## config.mk

```make
export PLATFORM = sky130hd
export DESIGN_NAME = fregisters_dump_reader
export DESIGN_NICKNAME = d
export VERILOG_FILES = /design/src/rtl/fregisters_dump_reader.sv
export SDC_FILE = /design/constraint.sdc
export NUM_CORES = 1
export LEC_CHECK = 0
export ABC_AREA = 1
export CAP_MARGIN = 20
export CORE_MARGIN = 2
export CORE_UTILIZATION = 40
export DETAILED_ROUTE_END_ITERATION = 16
export PLACE_DENSITY = 0.77
export SKIP_CTS_REPAIR_TIMING = 1
export SYNTH_ARGS = -nofsm -noshare
export SYNTH_HDL_FRONTEND = slang
export SYNTH_SLANG_ARGS = --single-unit
```

## constraint.sdc

```tcl
create_clock -name iCLK -period 3.95 [get_ports iCLK]
set_input_delay 0.5925 -clock iCLK [delete_from_list [all_inputs] [get_ports iCLK]]
set_output_delay 0.5925 -clock iCLK [all_outputs]
set_load 0.01 [all_outputs]
```

## src/rtl/fregisters_dump_reader.sv

```systemverilog
// Sequential dump reader for the FP register file: walks indices through the
// spare display-select read port and streams {index, data} beats over valid/ready.
module fregisters_dump_reader #(
    parameter int NREGS  = 32,
    parameter int ADDR_W = 5,
    parameter int DATA_W = 32
) (
    input  logic              iCLK,
    input  logic              iRST,
    input  logic              iStart,
    input  logic              iAbort,
    output logic [ADDR_W-1:0] oRegSelect,
    input  logic [DATA_W-1:0] iRegData,
    output logic              oValid,
    input  logic              iReady,
    output logic [ADDR_W-1:0] oIndex,
    output logic [DATA_W-1:0] oData,
    output logic              oBusy,
    output logic              oDone
);

    // state | meaning
    // IDLE  | waiting for iStart, ptr parked at 0
    // FETCH | ptr drives the read port, data captured at end of cycle
    // SEND  | beat offered, held until accepted
    // DONE  | last beat accepted, done pulse issued on exit
    typedef enum logic [1:0] {IDLE, FETCH, SEND, DONE} state_e;

    localparam logic [ADDR_W-1:0] LAST_PTR = ADDR_W'(NREGS - 1);

    state_e              state_q;
    logic [ADDR_W-1:0]   ptr_q;
    logic                valid_q;
    logic                busy_q;
    logic                done_q;
    logic [ADDR_W-1:0]   index_q;
    logic [DATA_W-1:0]   data_q;

    always_ff @(posedge iCLK) begin
        if (iRST) begin
            state_q <= IDLE;
            ptr_q   <= '0;
            valid_q <= 1'b0;
            busy_q  <= 1'b0;
            done_q  <= 1'b0;
            index_q <= '0;
            data_q  <= '0;
        end else begin
            done_q <= 1'b0;
            case (state_q)
                IDLE: begin
                    // iStart takes priority over a coincident iAbort here
                    if (iStart) begin
                        state_q <= FETCH;
                        ptr_q   <= '0;
                        busy_q  <= 1'b1;
                    end
                end
                FETCH: begin
                    if (iAbort) begin
                        state_q <= IDLE;
                        ptr_q   <= '0;
                        busy_q  <= 1'b0;
                        valid_q <= 1'b0;
                    end else begin
                        data_q  <= iRegData;
                        index_q <= ptr_q;
                        valid_q <= 1'b1;
                        state_q <= SEND;
                    end
                end
                SEND: begin
                    // an abort in the same cycle as iReady discards the beat
                    if (iAbort) begin
                        state_q <= IDLE;
                        ptr_q   <= '0;
                        busy_q  <= 1'b0;
                        valid_q <= 1'b0;
                    end else if (iReady) begin
                        valid_q <= 1'b0;
                        if (ptr_q == LAST_PTR) begin
                            state_q <= DONE;
                        end else begin
                            ptr_q   <= ptr_q + ADDR_W'(1);
                            state_q <= FETCH;
                        end
                    end
                end
                DONE: begin
                    state_q <= IDLE;
                    ptr_q   <= '0;
                    busy_q  <= 1'b0;
                    done_q  <= ~iAbort;
                end
                default: begin
                    state_q <= IDLE;
                    ptr_q   <= '0;
                    busy_q  <= 1'b0;
                    valid_q <= 1'b0;
                end
            endcase
        end
    end

    assign oRegSelect = ptr_q;
    assign oValid     = valid_q;
    assign oBusy      = busy_q;
    assign oDone      = done_q;
    assign oIndex     = index_q;
    assign oData      = data_q;

endmodule
```

* After elaboration in Yosys (flattened, before gate mapping)
Index checks and enable logic that the tools add are counted.
W data, S select, Z words.
** Storage, ports and cells
- Register bits :: 47
- Input port bits :: 37
- Output and inout bits :: 45
- Word-level logic and storage cells :: 47
** Cells by class
- Add/subtract/negate cells :: 1
- Eq/ne operators :: 9
- Mux-type cells :: 19
- Bitwise operators :: 2
- Reductions and logical operators :: 9
** Operators with widths (count)
- $mux W5 :: 5
- $pmux W5 S4 :: 1
- $mux W2 :: 5
- $pmux W2 S4 :: 1
- $reduce_and A2 Y1 :: 4
- $ne A3 B3 Y1 const B :: 2
- $add A5 B1 Y5 const B :: 1
- $eq A5 B5 Y1 const B :: 1
- $mux W1 :: 5
- $eq A2 B2 Y1 const B :: 2
- $ne A2 B2 Y1 const B :: 2
- $reduce_and A4 Y1 :: 1
- $reduce_or A2 Y1 :: 2
- $pmux W1 S3 :: 1
- $eq A2 B1 Y1 const B :: 1
- $logic_not A2 Y1 :: 1
- $ne A2 B1 Y1 const B :: 1
- $not A1 Y1 :: 2
- $pmux W1 S2 :: 1
- $reduce_bool A2 Y1 :: 1

* Longest topological paths before layout
Gate-level depths: netlist of the first run.
- Word-level depth :: 5
- Depth in mapped cells :: 11
- Mapped depth without buffers :: 11

* Least setup slack after synthesis of the first run
OpenSTA, ideal clock, no wires.
- Path type :: reg2reg
- From :: register ptr_q[0], in the netlist oRegSelect[0]
- To :: register ptr_q[3], in the netlist oRegSelect[3]
- Setup time :: 112 ps
- Data arrival time :: 1343 ps
- Required time :: 3838 ps
- Setup slack :: 2495 ps
- Cell stages (with the launch flop) :: 11
- Path buffers :: 0
- Clock period less this slack :: 1455 ps
- Cell sequence :: dfxtp_1 > ha_1 > nand2_1 > nor2_1 > ha_1 > nand3_4 > nand2_4 > nor2_8 > nand3_1 > nand2_1 > nor2_1
** Between the ends
- Cells in the longest elaborated chain, start to end :: 5
- Elaborated cells between the ends (all ways) :: 8
- Classes of those cells :: add/sub (1); eq/ne (2); mux (4); reduce/logical (1)
** Ends and longest elaborated chain
- start: declaration :: RTL line 32 : logic [ADDR_W-1:0] ptr_q;
- start signal: assignment :: RTL line 84 : ptr_q <= ptr_q + ADDR_W'(1);
- $add A5 B1 Y5 :: RTL line 84
- $mux W5 :: RTL line 81 : if (ptr_q == LAST_PTR) begin
- $mux W5 :: RTL line 79 : end else if (iReady) begin
- $mux W5 :: RTL line 74 : if (iAbort) begin
- $pmux W5 S4 :: RTL line 50 : case (state_q)
Parallel ways exist; a longest one is shown, timed or not. The select of a mux whose other input is x is not followed.
A chain may end at the register's enable or synchronous reset.

* Final worst setup path of the first run
- From :: input port iAbort
- To :: register index_q[2], in the netlist oIndex[2]
** Between the ends
- Cells in the longest elaborated chain, start to end :: 2
** Ends and longest elaborated chain
- start: declaration :: RTL line 11 : input logic iAbort,
- $not A1 Y1 (no source line)
- $reduce_and A2 Y1 (no source line)
- end signal: assignment :: RTL line 67 : index_q <= ptr_q;
- end: declaration :: RTL line 36 : logic [ADDR_W-1:0] index_q;
Every way passes these cells.

==> results.toml, run 1 <==
[run_status]
status = "finished clean"

[floorplan]
die_w_um = 72.5
core_region_area_um2 = 4440
initial_core_util_pct = 42.2
die_area_um2 = 5260
ios = 82
die_h_um = 72.5
rows = 24

[drt]
routedWlPerCell_um = 11.9
drt-initial-drc-count = 59
ant_nets = 0
drcViolationCount = 0
vias = 1748
via_per_inst = 4.76
dr.pass1.iters = 4
wirelength_mm = 4.37

[worst_setup_path]
rr_startpoint = "state_q[1]"
critPathArrivalTime_ns = 2.24
cp-start-kind = "primary input"
worstPathRequired_ns = 4.17
rr_worst_depth = 6
crit_fanout = 40
rr_endpoint = "oIndex[2]"
cp-end-kind = "register"
rrSetupSlack_ns = 2.14
path_class = "in2reg"

[global_route]
grtUsageTotal_pct = 16.9
gr-total-overflow = 0
grt_pass1_wl_mm = 7.03
antenna_found_initial = 0
grtUsageMet2_pct = 28.5
gr-usage-met3_pct = 3.89
grt_start_max_net_pins = 41
first_global_vias = 1638
top_usage_layer = "met2"
use_met1_pct = 20.4

[power]
fin_total_pwr_mw = 1.05
p_per_area_nw_per_um2 = 376
worst_ir_drop_vdd_v = 0.000191
p_leak_nw = 1.07

[timing]
tightestPinTransition_ns = 0.642
rsz0062_at_grt = "no"
fin_skew_ns = 0.00359
hold_ws_ns = 0.469
period_share_pct = 51.0
maxSlewViolCount = 0
hold_viol = 0
fin_tns_setup_ns = 0
finalSetupViolCount = 0
max_slew_margin_pct = 57.2
period_needed_ns = 2.02
max_freq_mhz = 496

[synthesis]
netlist_area_um2 = 1880
synth_commonest_cells = "nor2_1, dfxtp_1, o21ai_0"
synth.net_count = 283
synth-edff-count = 0
synth_seq_cells = 47
avgSynthCellArea_um2 = 7.85
yosys_most_used_dff = "dfxtp_1"
yosysTopAreaCellShare_pct = 50.1
yosysWarningCount = 0
synthTopCellsByArea = "dfxtp_1, nor2_1, o21ai_0, ha_1, nand2_1"
synthArstFlopShare_pct = 0
yosysTopAreaCell = "dfxtp_1"
ys_types = 18
synthCells = 239
seq_area_frac_synth_pct = 50.1
yosysMostFrequentCell = "nor2_1"

[final_layout]
n_antenna_cell = 0
final_util_pct = 62.5
drive_above_1_share_pct = 5.08
nets = 359
design_area_um2 = 2780
synthToLayoutAreaGrowth_pct = 48.0

[clocking]
cts_tree = "built"
cts_max_level = 2
clkSlewWorstSetupHoldPaths_ns = 0.08
clk_latency_ns = 0.29
clockBufferDepth = 2
clock-sinks = 47
numCtsBuffers = 5
cts_root_buf = "clkbuf_8"

[min_path]
holdPathStages = 2
min_path_type = "reg2reg"
hold_start = "oBusy"
whs_endpoint = "oBusy"

[run]
maxCapViolations = 0

[placed_design]
portBuffers = 81
dpl.hpwl_mm = 3.04
postPlaceCellArea_um2 = 2690
globalplace.congestion = 0.825
==> report_power, final <==
part           internal, mW  switching (mW)
clock                 0.137           0.147
combinational         0.124           0.107
sequential            0.511          0.0194
==> worst max path at each step <==
stage | slack [ns] | to | depth (start not counted) | start
after detailed placement | 1.61 | oIndex[2] | 6 | iAbort
after global placement | 1.68 | oIndex[0] | 6 | iAbort
after floorplan | 2.50 | oRegSelect[3] | 10 | oRegSelect[0]
final | 1.93 | oIndex[2] | 6 | iAbort
after CTS | 1.93 | oIndex[0] | 6 | iAbort
after global routing | 1.81 | oIndex[3] | 6 | iAbort
==> cells in the final DEF, fill, tap and decap left out, drive strengths merged <==
master,n
clkdlybuf4s50,81
nor2,76
dfxtp,47
o21ai,41
nand2,26
inv,12
a21oi,11
ha,7
nand3,7
clkbuf,6
clkinv,1
==> registers in the layout, indices dropped and copies added (netlist names) <==
register    flops
oData          32
oRegSelect      5
oDone           1
state_q         2
oValid          1
oIndex          5
oBusy           1
==> critical path, cell delays in order <==
cell	delay (ns)
clkdlybuf4s50_1	0.44
inv_2	0.19
nand2_8	0.18
inv_2	0.52
o21ai_0	0.16
a21oi_1	0.14
==> routing by layer <==
metal / wire, um / share of wire [%] / vias up
met5: 0 / 0 / -
met4: 41 / 0.94 / 0
met3: 234 / 5.4 / 2
met2: 2020 / 46 / 47
met1: 2080 / 48 / 783
li1: - / - / 916
==> logic make-up (layout without fill, tap and decap cells) <==
| family | Yosys count | in the layout | synth area share (%) |
|---|---|---|---|
| buf+inv | 24 | 100 | 5.73 |
| compound gates | 52 | 52 | 13.9 |
| simple gates | 109 | 109 | 25.6 |
| flops | 47 | 47 | 50.1 |
| fa+ha+maj | 7 | 7 | 4.67 |
==> stage by stage <==
step	setup slack (ns)	std cells
final	1.93	367
after global routing	1.81	367
after CTS	1.93	367
after detailed placement	1.61	360
after global placement	1.68	360
after floorplan	2.50	239
==> area by class of cell <==
type | instances | area [um2]
Fill cell | 411 | 1670
Sequential cell | 47 | 941
Multi-Input combinational cell | 168 | 828
Timing Repair Buffer | 81 | 811
Clock buffer | 6 | 82.6
Tap cell | 52 | 65.1
Inverter | 12 | 45.0
Clock inverter | 1 | 5.00
No activity file was read; power rests on OpenSTA's default activity.
==> inputs of run 2 (changes only) <==
--- a/config.mk
+++ b/config.mk
@@ -8,9 +8,9 @@
 export ABC_AREA = 1
 export CAP_MARGIN = 20
 export CORE_MARGIN = 2
-export CORE_UTILIZATION = 40
+export CORE_UTILIZATION = 37
 export DETAILED_ROUTE_END_ITERATION = 16
-export PLACE_DENSITY = 0.77
+export PLACE_DENSITY = 0.75
 export SKIP_CTS_REPAIR_TIMING = 1
 export SYNTH_ARGS = -nofsm -noshare
 export SYNTH_HDL_FRONTEND = slang
==> constraint.sdc (replaced) <==
create_clock -name iCLK -period 1.8 [get_ports iCLK]
set_input_delay 0.27 -clock iCLK [delete_from_list [all_inputs] [get_ports iCLK]]
set_output_delay 0.27 -clock iCLK [all_outputs]
set_load 0.01 [all_outputs]
==> results.toml, run 2 (synthesis gave the netlist of run 1 again) <==
[worst_setup_path]
cpPeakStageDelay_ns = 0.37
cp_top_family = "simple AND/OR/NAND/NOR gates"
path_buf_inv = 0
crit_fanout = 7
path_cells = "ha_1 > nand2_1 > nor2_1 > ha_1 > nand3_4 > nand2_4 > nor2_8 > nand3_1 > nand2_1 > nor2_1"
critPathArrivalTime_ns = 1.79
worstPathRequired_ns = 2.00
cp-end-kind = "register"
crit_path_top_delay_cell = "dfxtp_1"
cp-start-kind = "register"
path_class = "reg2reg"

[final_layout]
mostFrequentLayoutCells = "clkdlybuf4s50_1, nor2_1, dfxtp_1"
n_antenna_cell = 0
nets = 363
seqCellArea_um2 = 941
multiInputGateArea_um2 = 828
final_common_cell = "clkdlybuf4s50_1"
synthToLayoutAreaGrowth_pct = 53.1
drive_above_1_share_pct = 6.56
n_fill_cell = 465
largest_reg_flops = 32

[clocking]
clk_latency_ns = 0.29
numCtsBuffers = 5
cts_tree = "built"
clkSlewWorstSetupHoldPaths_ns = 0.09
cts_max_level = 2
clock-sinks = 47
clockBufferDepth = 2
cts_root_buf = "clkbuf_8"

[drt]
routedWlPerCell_um = 11.8
via_per_inst = 4.48
ant_nets = 0
drcViolationCount = 0
wirelength_mm = 4.56
drt-initial-drc-count = 40
vias = 1732
dr.pass1.iters = 4

[timing]
finalSetupViolCount = 0
hold_viol = 0
maxSlewViolCount = 0
max_slew_margin_pct = 84.6
period_share_pct = 88.6
max_freq_mhz = 627
period_needed_ns = 1.59
final.setup.worst_slack_ns = 0.206
rsz0062_at_grt = "no"
fin_skew_ns = 0.00629
tightestPinTransition_ns = 0.228
fin_tns_setup_ns = 0

[floorplan]
ios = 82
die_area_um2 = 5660
die_w_um = 75.2
core_region_area_um2 = 4820
initial_core_util_pct = 39.0
die_h_um = 75.2
rows = 25

[run_status]
status = "finished clean"

[power]
p_per_area_nw_per_um2 = 867
p_leak_nw = 1.11
worst_ir_drop_vdd_v = 0.000373

[placed_design]
globalplace.congestion = 0.757
portBuffers = 81
post-place-ws_ns = 0.127
dpl.hpwl_mm = 3.25

[global_route]
gr-total-overflow = 0
grt_start_max_net_pins = 31
grt_pass1_wl_mm = 6.78
grtUsageTotal_pct = 15.6
antenna_found_initial = 0
first_global_vias = 1529

[min_path]
min_path_type = "reg2reg"

[run]
maxCapViolations = 0
## run 2: area by class of cell
cell class                      count  area share, %
Clock buffer                        6           2.87
Clock inverter                      2           1.35
Inverter                           12           1.57
Multi-Input combinational cell    168           28.8
Sequential cell                    47           32.8
Tap cell                           67           2.92
Timing Repair Buffer               85           29.7
## run 2: path summary, 6_finish.rpt
path                 start             to  slack [ns]  depth (start not counted)
min reg2reg          oBusy          oBusy        0.46                          2
max reg2reg  oRegSelect[0]  oRegSelect[3]        0.21                         10
max          oRegSelect[0]  oRegSelect[3]        0.21                         10
min                  oBusy          oBusy        0.46                          2
## run 2: worst reg2reg max path, stage by stage, from the launching register on
cell and delay [ns]:
dfxtp_1 0.37, ha_1 0.23, nand2_1 0.09, nor2_1 0.05, ha_1 0.21, nand3_4 0.10
nand2_4 0.09, nor2_8 0.17, nand3_1 0.09, nand2_1 0.07, nor2_1 0.04
## run 2: metrics by stage
stage                     hold WS [ns]  total power [mW]  instances  cell area, um2  utilization, %
after floorplan                  0.433              1.44        239            1880               -
after global placement           0.448              1.70        379            2750            57.1
after detailed placement         0.456              1.71        379            2750            57.1
after CTS                        0.468              2.52        387            2870            59.6
after global routing             0.495              2.61        387            2870            59.6
final                            0.463              2.49        387            2870            59.6
## run 2: routing by layer
| layer | share of wire, % | up-vias | GRT usage (%) |
|---|---|---|---|
| met5 | 0 | - | 0 |
| li1 | - | 920 | - |
| met1 | 47 | 759 | 19.2 |
| met2 | 45 | 51 | 27.3 |
| met3 | 7.0 | 2 | 3.61 |
| met4 | 0.42 | 0 | 4.68 |
## run 2: report_power, final
group,internal [mW],switching [mW]
clock network,0.457,0.350
registers,1.12,0.0436
logic,0.283,0.235
==> inputs of run 3 (changes only) <==
--- a/config.mk
+++ b/config.mk
@@ -10,6 +10,7 @@
 export CORE_MARGIN = 2
 export CORE_UTILIZATION = 37
 export DETAILED_ROUTE_END_ITERATION = 16
+export HOLD_SLACK_MARGIN = 0.06
 export PLACE_DENSITY = 0.75
 export SKIP_CTS_REPAIR_TIMING = 1
 export SYNTH_ARGS = -nofsm -noshare
==> results of run 3 <==
Final layout, timing and power as in run 2 (identical DEF).
